==> src/rtl/hash_fold_unit_pkg.sv <==
// Shared types and default parameters for the key hasher.
package hash_pkg;

  typedef enum logic [1:0] {
    IDLE  = 2'd0,
    ACCUM = 2'd1,
    FOLD  = 2'd2,
    DONE  = 2'd3
  } hash_state_e;

  typedef enum logic {
    HASH_MODE_ADD  = 1'b0,
    HASH_MODE_XROT = 1'b1
  } hash_mode_e;

  localparam int HASH_KEY_W = 64;
  localparam int HASH_LANES = 2;
  localparam int HASH_ACC_W = 16;
  localparam int HASH_OUT_W = 8;

endpackage

==> src/rtl/hash_fold_unit_if.sv <==
// Request/response handshake bundle of the key hasher.
// HASH_FOLD_SALT_EN adds the salt_i request field.
interface hash_fold_unit_if #(
  parameter int KEY_W = 64,
  parameter int OUT_W = 8
`ifdef HASH_FOLD_SALT_EN
  ,
  parameter int ACC_W = 16
`endif
);
  logic             req_valid_i;
  logic             req_ready_o;
  logic [KEY_W-1:0] key_i;
  logic             mode_i;
  logic             resp_valid_o;
  logic             resp_ready_i;
  logic [OUT_W-1:0] hash_val_o;
`ifdef HASH_FOLD_SALT_EN
  logic [ACC_W-1:0] salt_i;

  modport master (
    output req_valid_i, key_i, mode_i, salt_i, resp_ready_i,
    input  req_ready_o, resp_valid_o, hash_val_o
  );
  modport slave (
    input  req_valid_i, key_i, mode_i, salt_i, resp_ready_i,
    output req_ready_o, resp_valid_o, hash_val_o
  );
`else
  modport master (
    output req_valid_i, key_i, mode_i, resp_ready_i,
    input  req_ready_o, resp_valid_o, hash_val_o
  );
  modport slave (
    input  req_valid_i, key_i, mode_i, resp_ready_i,
    output req_ready_o, resp_valid_o, hash_val_o
  );
`endif
endinterface

==> src/rtl/hash_lane_mix.sv <==
// Combinational absorb of LANES key bytes into the accumulator, byte 0 first.
module hash_lane_mix
  import hash_pkg::*;
#(
  parameter int ACC_W = HASH_ACC_W,
  parameter int LANES = HASH_LANES
) (
  input  logic [ACC_W-1:0]   acc,
  input  logic [8*LANES-1:0] chunk,
  input  hash_mode_e         mode,
  output logic [ACC_W-1:0]   acc_next
);

  always_comb begin
    acc_next = acc;
    for (int i = 0; i < LANES; i++) begin
      if (mode == HASH_MODE_ADD)
        acc_next = acc_next + ACC_W'(chunk[8*i +: 8]);
      else
        acc_next = {acc_next[ACC_W-2:0], acc_next[ACC_W-1]} ^ ACC_W'(chunk[8*i +: 8]);
    end
  end

endmodule

==> src/rtl/hash_fold_unit.sv <==
// Multi-cycle key hasher: absorbs the key LANES bytes per cycle, folds to OUT_W.
// HASH_FOLD_SALT_EN seeds the accumulator from salt_i instead of zero.
module hash_fold_unit
  import hash_pkg::*;
#(
  parameter int KEY_W = HASH_KEY_W,
  parameter int LANES = HASH_LANES,
  parameter int ACC_W = HASH_ACC_W,
  parameter int OUT_W = HASH_OUT_W
) (
  input logic             clk,
  input logic             rst,
  hash_fold_unit_if.slave bus
);

  localparam int NBYTES  = KEY_W / 8;
  localparam int CHUNK_W = 8 * LANES;
  localparam int NSLICE  = ACC_W / OUT_W;
  localparam int IDX_W   = $clog2(NBYTES + 1);
  localparam logic [IDX_W-1:0] IDX_STEP = IDX_W'(LANES);
  localparam logic [IDX_W-1:0] IDX_LAST = IDX_W'(NBYTES - LANES);

  generate
    if ((KEY_W % (8 * LANES)) != 0) begin : g_bad_key_w
      $error("hash_fold_unit: KEY_W must be a multiple of 8*LANES");
    end
    if ((ACC_W % OUT_W) != 0) begin : g_bad_acc_w
      $error("hash_fold_unit: ACC_W must be a multiple of OUT_W");
    end
  endgenerate

  function automatic logic [OUT_W-1:0] fold(input logic [ACC_W-1:0] acc,
                                            input hash_mode_e mode);
    logic [OUT_W-1:0] r;
    r = '0;
    for (int s = 0; s < NSLICE; s++) begin
      if (mode == HASH_MODE_ADD) r = r + acc[s*OUT_W +: OUT_W];
      else                       r = r ^ acc[s*OUT_W +: OUT_W];
    end
    return r;
  endfunction

  hash_state_e      state_q, state_d;
  hash_mode_e       mode_q;
  logic [KEY_W-1:0] key_q;
  logic [ACC_W-1:0] acc_q, acc_mix, acc_init;
  logic [IDX_W-1:0] idx_q;
  logic [OUT_W-1:0] hash_q;
  logic             req_ready, resp_valid;

`ifdef HASH_FOLD_SALT_EN
  assign acc_init = bus.salt_i;
`else
  assign acc_init = '0;
`endif

  hash_lane_mix #(.ACC_W(ACC_W), .LANES(LANES)) u_mix (
    .acc      (acc_q),
    .chunk    (key_q[CHUNK_W-1:0]),
    .mode     (mode_q),
    .acc_next (acc_mix)
  );

  always_comb begin
    state_d    = state_q;
    req_ready  = 1'b0;
    resp_valid = 1'b0;
    case (state_q)
      IDLE: begin
        req_ready = 1'b1;
        if (bus.req_valid_i) state_d = ACCUM;
      end
      ACCUM: if (idx_q == IDX_LAST) state_d = FOLD;
      FOLD:  state_d = DONE;
      DONE: begin
        resp_valid = 1'b1;
        if (bus.resp_ready_i) state_d = IDLE;
      end
      default: state_d = IDLE;
    endcase
  end

  // The key register shifts down one chunk per absorb, so the mixer always sees bits [CHUNK_W-1:0].
  always_ff @(posedge clk) begin
    if (rst) begin
      state_q <= IDLE;
      acc_q   <= '0;
      idx_q   <= '0;
      hash_q  <= '0;
    end else begin
      state_q <= state_d;
      case (state_q)
        IDLE: if (bus.req_valid_i) begin
          key_q  <= bus.key_i;
          mode_q <= hash_mode_e'(bus.mode_i);
          acc_q  <= acc_init;
          idx_q  <= '0;
        end
        ACCUM: begin
          acc_q <= acc_mix;
          idx_q <= idx_q + IDX_STEP;
          key_q <= key_q >> CHUNK_W;
        end
        FOLD:    hash_q <= fold(acc_q, mode_q);
        default: ;
      endcase
    end
  end

  assign bus.req_ready_o  = req_ready;
  assign bus.resp_valid_o = resp_valid;
  assign bus.hash_val_o   = hash_q;

endmodule

==> src/flat_wrapper.sv <==
// flat-port wrapper written by rule: the top's interface ports become plain ports
module hash_fold_unit_flat import hash_pkg::*;
#(
  parameter int KEY_W = HASH_KEY_W,
  parameter int LANES = HASH_LANES,
  parameter int ACC_W = HASH_ACC_W,
  parameter int OUT_W = HASH_OUT_W
)
  (clk, rst, bus_req_valid_i, bus_key_i, bus_mode_i, bus_resp_ready_i, bus_req_ready_o, bus_resp_valid_o, bus_hash_val_o);
  hash_fold_unit_if #(.KEY_W(KEY_W), .OUT_W(OUT_W)) bus_i ();
  input logic clk;
  input logic rst;
  input wire logic [$bits(bus_i.req_valid_i)-1:0] bus_req_valid_i;
  input wire logic [$bits(bus_i.key_i)-1:0] bus_key_i;
  input wire logic [$bits(bus_i.mode_i)-1:0] bus_mode_i;
  input wire logic [$bits(bus_i.resp_ready_i)-1:0] bus_resp_ready_i;
  output wire logic [$bits(bus_i.req_ready_o)-1:0] bus_req_ready_o;
  output wire logic [$bits(bus_i.resp_valid_o)-1:0] bus_resp_valid_o;
  output wire logic [$bits(bus_i.hash_val_o)-1:0] bus_hash_val_o;
  assign bus_i.req_valid_i = bus_req_valid_i;
  assign bus_i.key_i = bus_key_i;
  assign bus_i.mode_i = bus_mode_i;
  assign bus_i.resp_ready_i = bus_resp_ready_i;
  assign bus_req_ready_o = bus_i.req_ready_o;
  assign bus_resp_valid_o = bus_i.resp_valid_o;
  assign bus_hash_val_o = bus_i.hash_val_o;
  hash_fold_unit #(.KEY_W(KEY_W), .LANES(LANES), .ACC_W(ACC_W), .OUT_W(OUT_W)) u_core (.clk(clk), .rst(rst), .bus(bus_i));
endmodule
==> config.mk <==
export PLATFORM = sky130hd
export DESIGN_NAME = hash_fold_unit_flat
export DESIGN_NICKNAME = d
export VERILOG_FILES = /design/src/rtl/hash_fold_unit_pkg.sv /design/src/rtl/hash_fold_unit_if.sv /design/src/rtl/hash_lane_mix.sv /design/src/rtl/hash_fold_unit.sv /design/src/flat_wrapper.sv
export SDC_FILE = /design/constraint.sdc
export NUM_CORES = 1
export LEC_CHECK = 0
export CAP_MARGIN = 20
export CORE_UTILIZATION = 35
export CTS_BUF_LIST = sky130_fd_sc_hd__clkbuf_8
export CTS_CLUSTER_DIAMETER = 120
export CTS_CLUSTER_SIZE = 20
export DETAILED_ROUTE_END_ITERATION = 6
export SETUP_SLACK_MARGIN = 0.1
export SYNTH_ARGS = -nofsm -noshare
export SYNTH_HDL_FRONTEND = slang
export SYNTH_SLANG_ARGS = --single-unit
==> constraint.sdc <==
create_clock -name clk -period 12.2 [get_ports clk]
set_input_delay 1.83 -clock clk [delete_from_list [all_inputs] [get_ports clk]]
set_output_delay 1.83 -clock clk [all_outputs]
set_load 0.05 [all_outputs]
==> results.cfg, run 1 <==
[outcome]
status = finished, final reports clean

[final_layout]
fin_util_pct = 43.2
register_area_sq_um = 2530
syn_to_final_growth_pct = 21.1
drive_gt1_share_pct = 14.5
num_antenna_cells = 0
fin_cells = 815
final_cell_area_sq_um = 6840
nets = 696
fill_cells = 1495
multi_input_area_sq_um = 2950

[die]
core-area_sq_um = 15800
rows = 46
io_pins = 79
die-width_um = 129
fp.dieH_um = 129
dieArea_sq_um = 16600
start_util_pct = 35.7

[routing]
vias = 4214
drc = 0
drt_first_pass_iters = 5
drt-total-wl_mm = 11.8
vias_per_cell = 5.17
routedWlPerCell_um = 14.5
drt_iter0_markers = 270
ant_nets = 0

[synthesis]
yosysTopAreaCellShare_pct = 34.6
synth_edf_count = 65
synth-seq-area-share_pct = 44.9
async_reset_ff_share_pct = 0
yosys.area.top_type = edfxtp_1
synth-warning-count = 0
synthTopCellsByArea = edfxtp_1 (35%), dfxtp_1 (10%), mux2_2 (9.6%)
ys_types = 62
syn_nets = 633
synthCells = 531
yosysMostFrequentCell = edfxtp_1
synthFlopType = edfxtp_1
syn_avg_cell_area_sq_um = 10.6
ys_seq_elements = 94
ys_top_cells_by_count = edfxtp_1 (65), mux2_2 (48), nor2_1 (45)
netlist_area_sq_um = 5650

[sta]
drv_slew = 0
worst_slack_ns = 8.45
rsz0062_at_grt = false
timing.final.hold_violations = 0
skew_ns = 0.0174
finalSetupViolCount = 0
fin_setup_tns_ns = 0
max-slew-margin-rel_pct = 46.2
timing.final.crit_share_pct = 30.8
min_period_ns = 3.75
max_freq_ghz = 0.266
tightest_slew_ns = 0.806

[grt]
grt_pass1_vias = 4064
grt_pass1_wl_mm = 19.6
use_met3_pct = 4.82
grt_max_degree = 70
grt.total_usage_pct = 15.2
busiest_layer = met2
grt.overflow.total = 0
antenna_found_initial = 0
globalRouteMet1Util_pct = 18.4
use_met2_pct = 24.5

[placed_design]
port-buffer-count = 78
dpl-instance-area_sq_um = 6630
gp_congestion = 0.838
pre_cts_slack_ns = 8.20
dp_hpwl_mm = 8.58
dp.cells = 799

[pwr]
power.density_nw_per_um2 = 212
p_sw_share_pct = 38.7
clkPwrFrac_pct = 14.8
ir_worst_vdd_uv = 93.9
p_int_uw = 889
power_switching_uw = 562
p_comb_share_pct = 48.5
p_seq_share_pct = 36.7
p_leak_uw = 0.00245

[worst_setup_path]
rr_endpoint = u_core.acc_q[15]$_SDFFE_PP0P_
worstPathMaxFanout = 5
r2r-start = u_core.mode_q$_DFFE_PP_
critPathArrivalTime_ns = 1.92
crit_path_start_kind = flop
ff2ff_path_depth = 13
reg2reg_slack_ns = 8.46
crit_path_end_kind = output pin
critPathKind = reg -> out
worst_ep_required_time_ns = 10.37

[min_path]
hold-path-endpoint = u_core.bus.hash_val_o[3]$_SDFFE_PP0P_
min-delay-start = u_core.bus.hash_val_o[3]$_SDFFE_PP0P_
min_path_cells = 2
hold_path_class = reg -> reg

[cts]
cts_made_buffers = 9
htreeDepth = 3
insertion_delay_ns = 0.37
path_clk_slew_ns = 0.10
cts_tree = yes
clockBufferDepth = 2
cts-root-buf = clkbuf_8
cts_setup_buffers = 0
cts_hold_buf = 0
cts_num_sinks = 94
ctsResizeCount = 0

[run]
cap_viol_max_count = 0
==> logic make-up after synthesis <==
logic type	share of synthesized area (%)
muxes	10.6
DFF	44.9
adders and majority gates	7.71
xor gates and xnor gates	5.90
buffers and inverters	3.12
AOI/OAI and AO/OA	15.8
and+or+nand+nor	12.0
==> flip-flops by register name (all words and copies together) (netlist names) <==
register               cells
u_core.acc_q              16
u_core.bus.hash_val_o      8
u_core.idx_q               3
u_core.key_q              64
u_core.mode_q              1
u_core.state_q             2
==> worst max-delay path: stages (launching register included) <==
cell             delay, ns
dfxtp_1               0.36
inv_1                 0.09
ha_1                  0.26
clkdlybuf4s50_1       0.84
==> per-layer routing <==
layer	wire length, um	vias up
met5	0	-
met4	312	0
met3	748	24
met2	5560	136
met1	5190	1983
li1	-	2071
==> worst max path at each step <==
stage | startpoint | to | depth (start not counted)
floorplan | rst | u_core.key_q[0]$_DFFE_PP_ | 4
global placement | bus_req_valid_i | u_core.key_q[14]$_DFFE_PP_ | 6
detailed placement | bus_req_valid_i | u_core.key_q[45]$_DFFE_PP_ | 6
CTS | u_core.state_q[0]$_SDFFE_PP0P_ | bus_req_ready_o | 3
global route | u_core.mode_q$_DFFE_PP_ | u_core.acc_q[15]$_SDFFE_PP0P_ | 13
finish | u_core.state_q[0]$_SDFFE_PP0P_ | bus_req_ready_o | 3
==> power by group through the flow <==
stage	registers [uW]	logic, uW	clock network [uW]
floorplan	553	527	0
global placement	536	690	0
detailed placement	540	704	0
CTS	533	709	222
global route	543	787	237
finish	532	704	215
==> layout by cell type (no fill, tap or decap), drive strengths merged, types with 3 or more instances in the layout <==
| cell | count |
|---|---|
| a211oi | 10 |
| a31oi | 5 |
| a32oi | 4 |
| nor3 | 4 |
| xor2 | 16 |
| fa | 3 |
| o21bai | 4 |
| mux2i | 6 |
| edfxtp | 65 |
| or3 | 5 |
| clkbuf | 11 |
| and2 | 6 |
| ha | 30 |
| xnor2 | 22 |
| o22ai | 4 |
| nor2b | 18 |
| nor2 | 46 |
| nand2b | 6 |
| a21oi | 37 |
| a21o | 9 |
| inv | 18 |
| o21ai | 26 |
| a311oi | 3 |
| a22oi | 9 |
| clkdlybuf4s50 | 78 |
| nand2 | 31 |
| buf | 5 |
| or2 | 3 |
| dfxtp | 29 |
| mux2 | 48 |
==> stage by stage <==
stage	hold slack (ns)	total power [uW]
after global routing	0.510	1570
after detailed placement	0.483	1240
after global placement	0.480	1230
final	0.495	1450
after floorplan	0.504	1080
after CTS	0.499	1460
==> cell type report <==
type,instances,area share (%)
clock buffer,11,2.21
clock inverter,5,0.842
inverter,16,0.878
multi-input combinational,390,43.1
sequential,94,37.0
tap,216,3.95
timing repair buffer,83,12.0
(Power assumes the default switching activity.)
==> inputs of run 2 (changes only) <==
clock period = 3.6 ns   (was 12.2 ns; I/O delays follow)
==> results.cfg, run 2 (synthesized netlist as in run 1, its figures left out) <==
[grt]
grt_pass1_wl_mm = 20.0
grt_pass1_vias = 4155
antenna_found_initial = 0
grt.overflow.total = 0
grt_max_degree = 67
grt.total_usage_pct = 15.4

[die]
fp.dieH_um = 129
die-width_um = 129
core-area_sq_um = 15800
dieArea_sq_um = 16600
rows = 46
start_util_pct = 35.7
io_pins = 79

[outcome]
status = finished, final reports clean

[worst_setup_path]
crit_path_end_kind = flop
max_stage_delay_ns = 0.46
critPathKind = reg -> reg
worstPathCellList = ha_4 -> buf_4 -> a211oi_4 -> o21ai_2 -> nand2_1 -> nand2b_1 -> a21oi_1 -> xor2_1 -> a21oi_1 -> ha_1 -> a21oi_1 -> o2bb2ai_4 -> a21oi_4 -> buf_4 -> mux2i_1 -> nor4_2
worstPathMaxFanout = 5
critPathArrivalTime_ns = 3.66
critPathSlowestCell = edfxtp_1
cp_common_cell = a21oi_1
worst_ep_required_time_ns = 3.90
crit_path_start_kind = flop

[pwr]
fin_total_pwr_uw = 5150
power.density_nw_per_um2 = 731
p_leak_uw = 0.00254
ir_worst_vdd_uv = 285

[cts]
cts_made_buffers = 9
clockBufferDepth = 2
htreeDepth = 3
cts_num_sinks = 94
insertion_delay_ns = 0.37
cts_tree = yes
cts_hold_buf = 0
path_clk_slew_ns = 0.10
cts-root-buf = clkbuf_8

[sta]
timing.final.hold_violations = 0
tightest_slew_ns = 0.776
max-slew-margin-rel_pct = 48.3
skew_ns = 0.0133
fin_setup_tns_ns = 0
min_period_ns = 3.36
max_freq_ghz = 0.297
rsz0062_at_grt = false
drv_slew = 0
finalSetupViolCount = 0
timing.final.crit_share_pct = 93.4

[routing]
drt_iter0_markers = 214
vias = 4188
drc = 0
ant_nets = 0
drt-total-wl_mm = 12.3
drt_first_pass_iters = 4
routedWlPerCell_um = 14.9
vias_per_cell = 5.05

[min_path]
hold_path_class = reg -> reg

[final_layout]
fin_cells = 829
fin_util_pct = 44.5
num_antenna_cells = 0
most-common-layout-cells = clkdlybuf4s50_1 (78), edfxtp_1 (65), mux2_2 (48)
largest_register_ffs = 64
syn_to_final_growth_pct = 24.7
final_common_cell = clkdlybuf4s50_1
nets = 710
top_register = u_core.key_q
drive_gt1_share_pct = 18.3

[placed_design]
gp_congestion = 0.857
dp_hpwl_mm = 8.86
port-buffer-count = 78
dp.cells = 808

[run]
cap_viol_max_count = 0
run 2: layer usage:
| layer | global-route usage (%) | vias to the layer above | share of wire (%) |
|---|---|---|---|
| li1 | - | 2094 | - |
| met1 | 18.8 | 1979 | 45 |
| met2 | 25.8 | 98 | 48 |
| met3 | 4.86 | 17 | 5.8 |
| met4 | 5.33 | 0 | 1.7 |
| met5 | 0 | - | 0 |
run 2: timing repair:
action	4_1_cts	5_1_grt
resized for setup	1	15
endpoints found under the setup margin	1	9
pin swaps	0	6
setup buffers	0	5
run 2: power by group:
group          switching, uW  internal [uW]  leakage [uW]
Clock                    393            393      0.000109
Sequential               184           1620      0.000849
Combinational           1450           1110       0.00158
Total                   2020           3120       0.00254
run 2: layout make-up:
type / instances / area [sq um]
fillers: 1441 / 8790
multi-input cells: 390 / 3010
flip-flops and latches: 94 / 2540
repair buffers: 97 / 936
clock inverters: 7 / 98.8
well taps: 216 / 270
clock buffers: 9 / 124
inverters: 16 / 60.1
run 2: final timing paths:
kind / start / to / cells after the start / slack [ns]
max: u_core.key_q[0]$_DFFE_PP_ / u_core.acc_q[11]$_SDFFE_PP0P_ / 16 / 0.24
min: u_core.bus.hash_val_o[6]$_SDFFE_PP0P_ / u_core.bus.hash_val_o[6]$_SDFFE_PP0P_ / 2 / 0.49
max reg2reg: u_core.key_q[0]$_DFFE_PP_ / u_core.acc_q[11]$_SDFFE_PP0P_ / 16 / 0.24
min reg2reg: u_core.bus.hash_val_o[6]$_SDFFE_PP0P_ / u_core.bus.hash_val_o[6]$_SDFFE_PP0P_ / 2 / 0.49
run 2: worst max-delay path: cells and delay by family, from the launching register on:
kind,cells,cell delay [ns]
xor+xnor,1,0.19
buf+inv,2,0.29
simple gates,3,0.38
mux,1,0.12
fa+ha+maj,2,0.56
compound gates,7,1.28
flops,1,0.46
run 2: stage by stage:
| stage | worst slack (ns) | area (sq um) | hold WS (ns) |
|---|---|---|---|
| 2_1_floorplan | 0.123 | 5650 | 0.504 |
| 3_3_place_gp | 0.172 | 6710 | 0.480 |
| 3_5_place_dp | 0.116 | 6710 | 0.482 |
| 4_1_cts | 0.110 | 6930 | 0.495 |
| 5_1_grt | 0.0731 | 7040 | 0.528 |
| 6_report | 0.238 | 7040 | 0.492 |
==> RTL edit 1 (config.mk and constraints of run 2) <==
Set the package constant `HASH_ACC_W` to 24 (it was 16).
--- a/src/rtl/hash_fold_unit_pkg.sv
+++ b/src/rtl/hash_fold_unit_pkg.sv
@@ -17,3 +17,3 @@
   localparam int HASH_LANES = 2;
-  localparam int HASH_ACC_W = 16;
+  localparam int HASH_ACC_W = 24;
   localparam int HASH_OUT_W = 8;
Formal check against the unedited RTL: same outputs for any inputs over 4 cycles, from zero or initial values and one cycle with rst high; that may be too few to reach the edited logic, so the function may still have changed.
==> RTL edit 1 against run 2 <==
  * The run now ends with negative setup slack left
  * Sequential cell count increased by 8
  * Via count increased by 40%
  * Sequential power increased by 4%
  * Synthesized area increased by 24%
  * Routed wire length increased by 50%
  * Cell area increased by 32%
  * Setup slack got worse by 0.26 ns
  * Non-clock buffer count increased by 77
  * Global-route usage increased by 3.0 points
  * First-iteration DRC count increased by 61%
  * Power increased by 22%
  * Clock power decreased by 2%
  * Count of clock-buffer cells in the layout unchanged
==> RTL edit 1: results (changes against run 2) <==
[placement]
hpwlAfterDp_mm = 13.0  ; +46%
gp_congestion = 0.876  ; +2.2%
pre_cts_ws_ns = -0.154  ; -0.270 ns

[power]
total_leakage_power_nw = 3.40  ; +34%
p_int_mw = 3.68  ; +18%

[logic_synthesis]
synth_top_area_share_pct = 27.9  ; -6.7 points
synth_nets = 812  ; +28%
synth_compound_area_share_pct = 18.9  ; +3.1 points
synth_commonest_cells = edfxtp_1, nor2_1, nand2_1, mux2_2, a21oi_1
ys_seq_elements = 102  ; +8.5%
synthCells = 704  ; +33%
synth.mux.area_fraction_pct = 9.32  ; -1.3 points
synthAdderAreaFrac_pct = 7.40  ; -0.32 points
synth_xor_area_share_pct = 6.88  ; +0.98 points
synthTopCellsByArea = edfxtp_1, dfxtp_1, mux2_2

[worst_hold_path]
holdCritStartpoint = u_core.bus.hash_val_o[5]

[cells_and_area]
signal_buffers = 174  ; +79%
seq_area_share_pct = 28.9  ; -7.1 points
final-nonclk-buf-share_pct = 16.6  ; +3.3 points
inv_count = 21  ; +5
nets = 958  ; +35%
clk_share_pct = 2.26  ; -0.91 points
multi_input_cells = 542  ; +39%
multi_input_area_sq_um = 4460  ; +48%

[die]
die-area_sq_um = 20600  ; +24%

[detailed_routing]
firstDrtPassIters = 5  ; +1
dr_wl_met3_mm = 1.09  ; +53%
avgRoutedWirePerCell_microns = 16.5  ; +11%
drt-met1-wl_mm = 8.39  ; +51%
drt-initial-drc-count = 344  ; +61%
wl_met2_mm = 8.50  ; +45%

[cts]
cts_setup_buffers = 20  ; +20
post_cts_resized = 37  ; +36
clkTransAtPathRegs_ns = 0.12  ; +0.02 ns
clk_latency_ns = 0.40  ; +0.03 ns

[global_routing]
grt_max_degree = 66  ; -1.5%

[status]
status = finished, violations left
failed_checks = negative setup slack

[sta]
worstMarginPinSlew_ns = 0.781  ; +0.00498 ns
hold_slack_ns = 0.489  ; -0.00344 ns
setup_violations = 2  ; +2
clock-skew-final_ns = 0.0155  ; +0.00217 ns
setup_ws_ns = -0.0242  ; -0.262 ns

[critical_path]
regToRegEndpoint = u_core.acc_q[16]
critPathArrivalTime_ns = 3.91  ; +0.25 ns
ff2ff_path_depth = 17  ; +1

[RTL edit 1: changes by cell type after synthesis, moves of 9 or more]
cell / change
nor2_1: +9
o211ai_1: +11
nand2_1: +20
nand3_1: +14
xnor2_1: +14
[RTL edit 1: worst max-delay path by stage]
stage	slack (ns)	depth (start not counted)	endpoint
after floorplan	-0.02	18	u_core.acc_q[16]
after global placement	-0.08	16	u_core.acc_q[22]
after detailed placement	-0.15	15	u_core.acc_q[16]
after CTS	0.02	18	u_core.acc_q[16]
after global routing	-0.24	18	u_core.acc_q[16]
final	-0.02	17	u_core.acc_q[16]
[RTL edit 1: worst min-delay path, cell delays in order (launching register included)]
cell      delay, ns
dfxtp_1        0.32
nor2_1         0.08
a311oi_1       0.05
[RTL edit 1: stage by stage]
stage	power, mW	setup TNS, ns	util (%)
after floorplan	3.93	-0.0169	-
after global placement	4.84	-0.302	43.7
after detailed placement	4.86	-0.842	43.7
after CTS	6.09	0	46.4
after global routing	6.72	-1.66	47.7
final	6.30	-0.0435	47.7
==> RTL edit 2 (settings of run 2) <==
Without the edit above. Re-encode `hash_state_e` (4 states) as one-hot, 4 bits wide.
--- a/src/rtl/hash_fold_unit_pkg.sv
+++ b/src/rtl/hash_fold_unit_pkg.sv
@@ -3,7 +3,7 @@
 
-  typedef enum logic [1:0] {
-    IDLE  = 2'd0,
-    ACCUM = 2'd1,
-    FOLD  = 2'd2,
-    DONE  = 2'd3
+  typedef enum logic [3:0] {
+    IDLE  = 4'b0001,
+    ACCUM = 4'b0010,
+    FOLD  = 4'b0100,
+    DONE  = 4'b1000
   } hash_state_e;
Check against the original RTL: no difference found for any inputs over 4 cycles, from zero or initial values and one cycle with rst high; so few cycles prove little.
==> RTL edit 2 against run 2 <==
  * Routed wire length increased by 19%
  * Largest cell class unchanged
  * First-iteration DRC count grew 24%
  * Setup slack worse by 0.13 ns
  * Critical path type unchanged
  * Synthesized area is 4.9% higher
  * Cell area rose by 5.2%
  * Sequential cell count up 2
  * Die area grew 4.8%
Power is not compared: it rests on default switching activity, and its combinational part moved more than twofold at a synthesized area within 25%.
==> RTL edit 2: results (changes against run 2) <==
[status]
status = completed

[detailed_routing]
routed_wl_mm = 14.6  ; +19%
vias = 5068  ; +21%
drt-initial-drc-count = 266  ; +24%
firstDrtPassIters = 5  ; +1

[global_routing]
gr-usage-met3_pct = 2.69  ; -2.2 points
grt_max_degree = 82  ; +22%
grt_use_total_pct = 17.0  ; +1.5 points
grt_pass1_vias = 4804  ; +16%
grt_use_met1_pct = 22.0  ; +3.2 points
antenna_found_initial = 0  ; unchanged
gr-usage-met2_pct = 27.9  ; +2.1 points
grt_overflow_total = 0  ; unchanged
grt_pass1_wl_mm = 23.4  ; +17%

[cells_and_area]
seq_area_sq_um = 2570  ; +1.4%
regMostFlops = u_core.key_q
diodes = 0  ; unchanged
nets = 860  ; +21%
num-fill-cells = 1577  ; +9.4%
layoutNonFillerInstCount = 987  ; +19%
layout-drive-gt1-share_pct = 12.3  ; -6.0 points
largest_reg_flops = 64  ; unchanged

[critical_path]
cpPeakStageDelay_ns = 0.48  ; +0.02 ns
crit_slowest_cell = or4_1
critPathMaxFanout = 3  ; -2
crit_family = compound AO/OA/AOI/OAI gates
critPathArrivalTime_ns = 3.77  ; +0.11 ns

[placement]
place_inst = 957  ; +18%
place_area_sq_um = 7040  ; +5.0%
gp_congestion = 0.894  ; +4.4%
pre_cts_ws_ns = -0.0270  ; -0.143 ns
hpwlAfterDp_mm = 10.4  ; +18%

[logic_synthesis]
synth_nets = 772  ; +22%
synthTopCellsByArea = edfxtp_1, nand2_1, dfxtp_1
ys_seq_area_share_pct = 43.4  ; -1.4 points
async_flop_share_pct = 0  ; unchanged
postSynthAreaPerCell_sq_um = 8.79  ; -17%
synthDistinctLibCells = 70  ; +13%
yosys_warnings = 0  ; unchanged
synth_edf_count = 65  ; unchanged
synth_commonest_cells = nand2_1, edfxtp_1, nor2_1, a21oi_1, dfxtp_1
yosysTopAreaCell = edfxtp_1
synth_ff_type = edfxtp_1

[cts]
cts_made_buffers = 9  ; unchanged
clock-root-buffer = clkbuf_8
clock_path_buffers = 2  ; unchanged
clkTransAtPathRegs_ns = 0.09
clk_latency_ns = 0.38
cts_htree_levels = 3  ; unchanged

[sta]
clock-skew-final_ns = 0.00885  ; -0.00448 ns
worstMarginPinSlew_ns = 0.793  ; +0.0172 ns

[power]
peakVddDrop_mv = 0.185
p_per_area_nw_per_um2 = 326
p_comb_share_pct = 20.5
switchingPower_mw = 0.682

[worst_hold_path]
hold_class = reg2reg

-- RTL edit 2: layer usage --
metal | vias up | part of all wire, %
met5 | - | 0
met4 | 0 | 2.3
met3 | 28 | 4.2
li1 | 2546 | -
met1 | 2365 | 45
met2 | 129 | 48
-- RTL edit 2: worst paths after layout --
path	startpoint	end	slack (ns)	cells after the start
hold reg to reg	u_core.bus.hash_val_o[7]	u_core.bus.hash_val_o[7]	0.48	2
setup / recovery	u_core.key_q[0]	u_core.acc_q[13]	0.11	14
hold / removal	u_core.bus.hash_val_o[7]	u_core.bus.hash_val_o[7]	0.48	2
setup reg to reg	u_core.key_q[0]	u_core.acc_q[13]	0.11	14
-- RTL edit 2: layout make-up --
cell class | instances | share of cell area [%]
Multi-Input combinational cell | 522 | 43.8
Inverter | 17 | 0.861
Sequential cell | 96 | 34.7
Tap cell | 220 | 3.72
Clock inverter | 7 | 0.625
Clock buffer | 9 | 1.67
Timing Repair Buffer | 116 | 14.6
-- RTL edit 2: timing repair --
action,in CTS,in global routing
resized for setup,9,20
cloned,0,0
endpoints found under the setup margin,6,6
pin swaps,4,16
buffers inserted,7,7
endpoints found under the hold margin,0,0
-- RTL edit 2: cells by family (layout without fill, tap and decap cells) --
| kind of cell | Yosys count | in the layout | synth area share (%) |
|---|---|---|---|
| AO/OA/AOI/OAI | 137 | 137 | 16.2 |
| XOR/XNOR | 37 | 37 | 5.47 |
| adder cells (fa/ha/maj) | 29 | 29 | 6.51 |
| buffers and inverters | 56 | 149 | 3.97 |
| flip-flops | 96 | 96 | 43.4 |
| multiplexers | 3 | 3 | 0.507 |
| AND/OR/NAND/NOR | 316 | 316 | 23.9 |
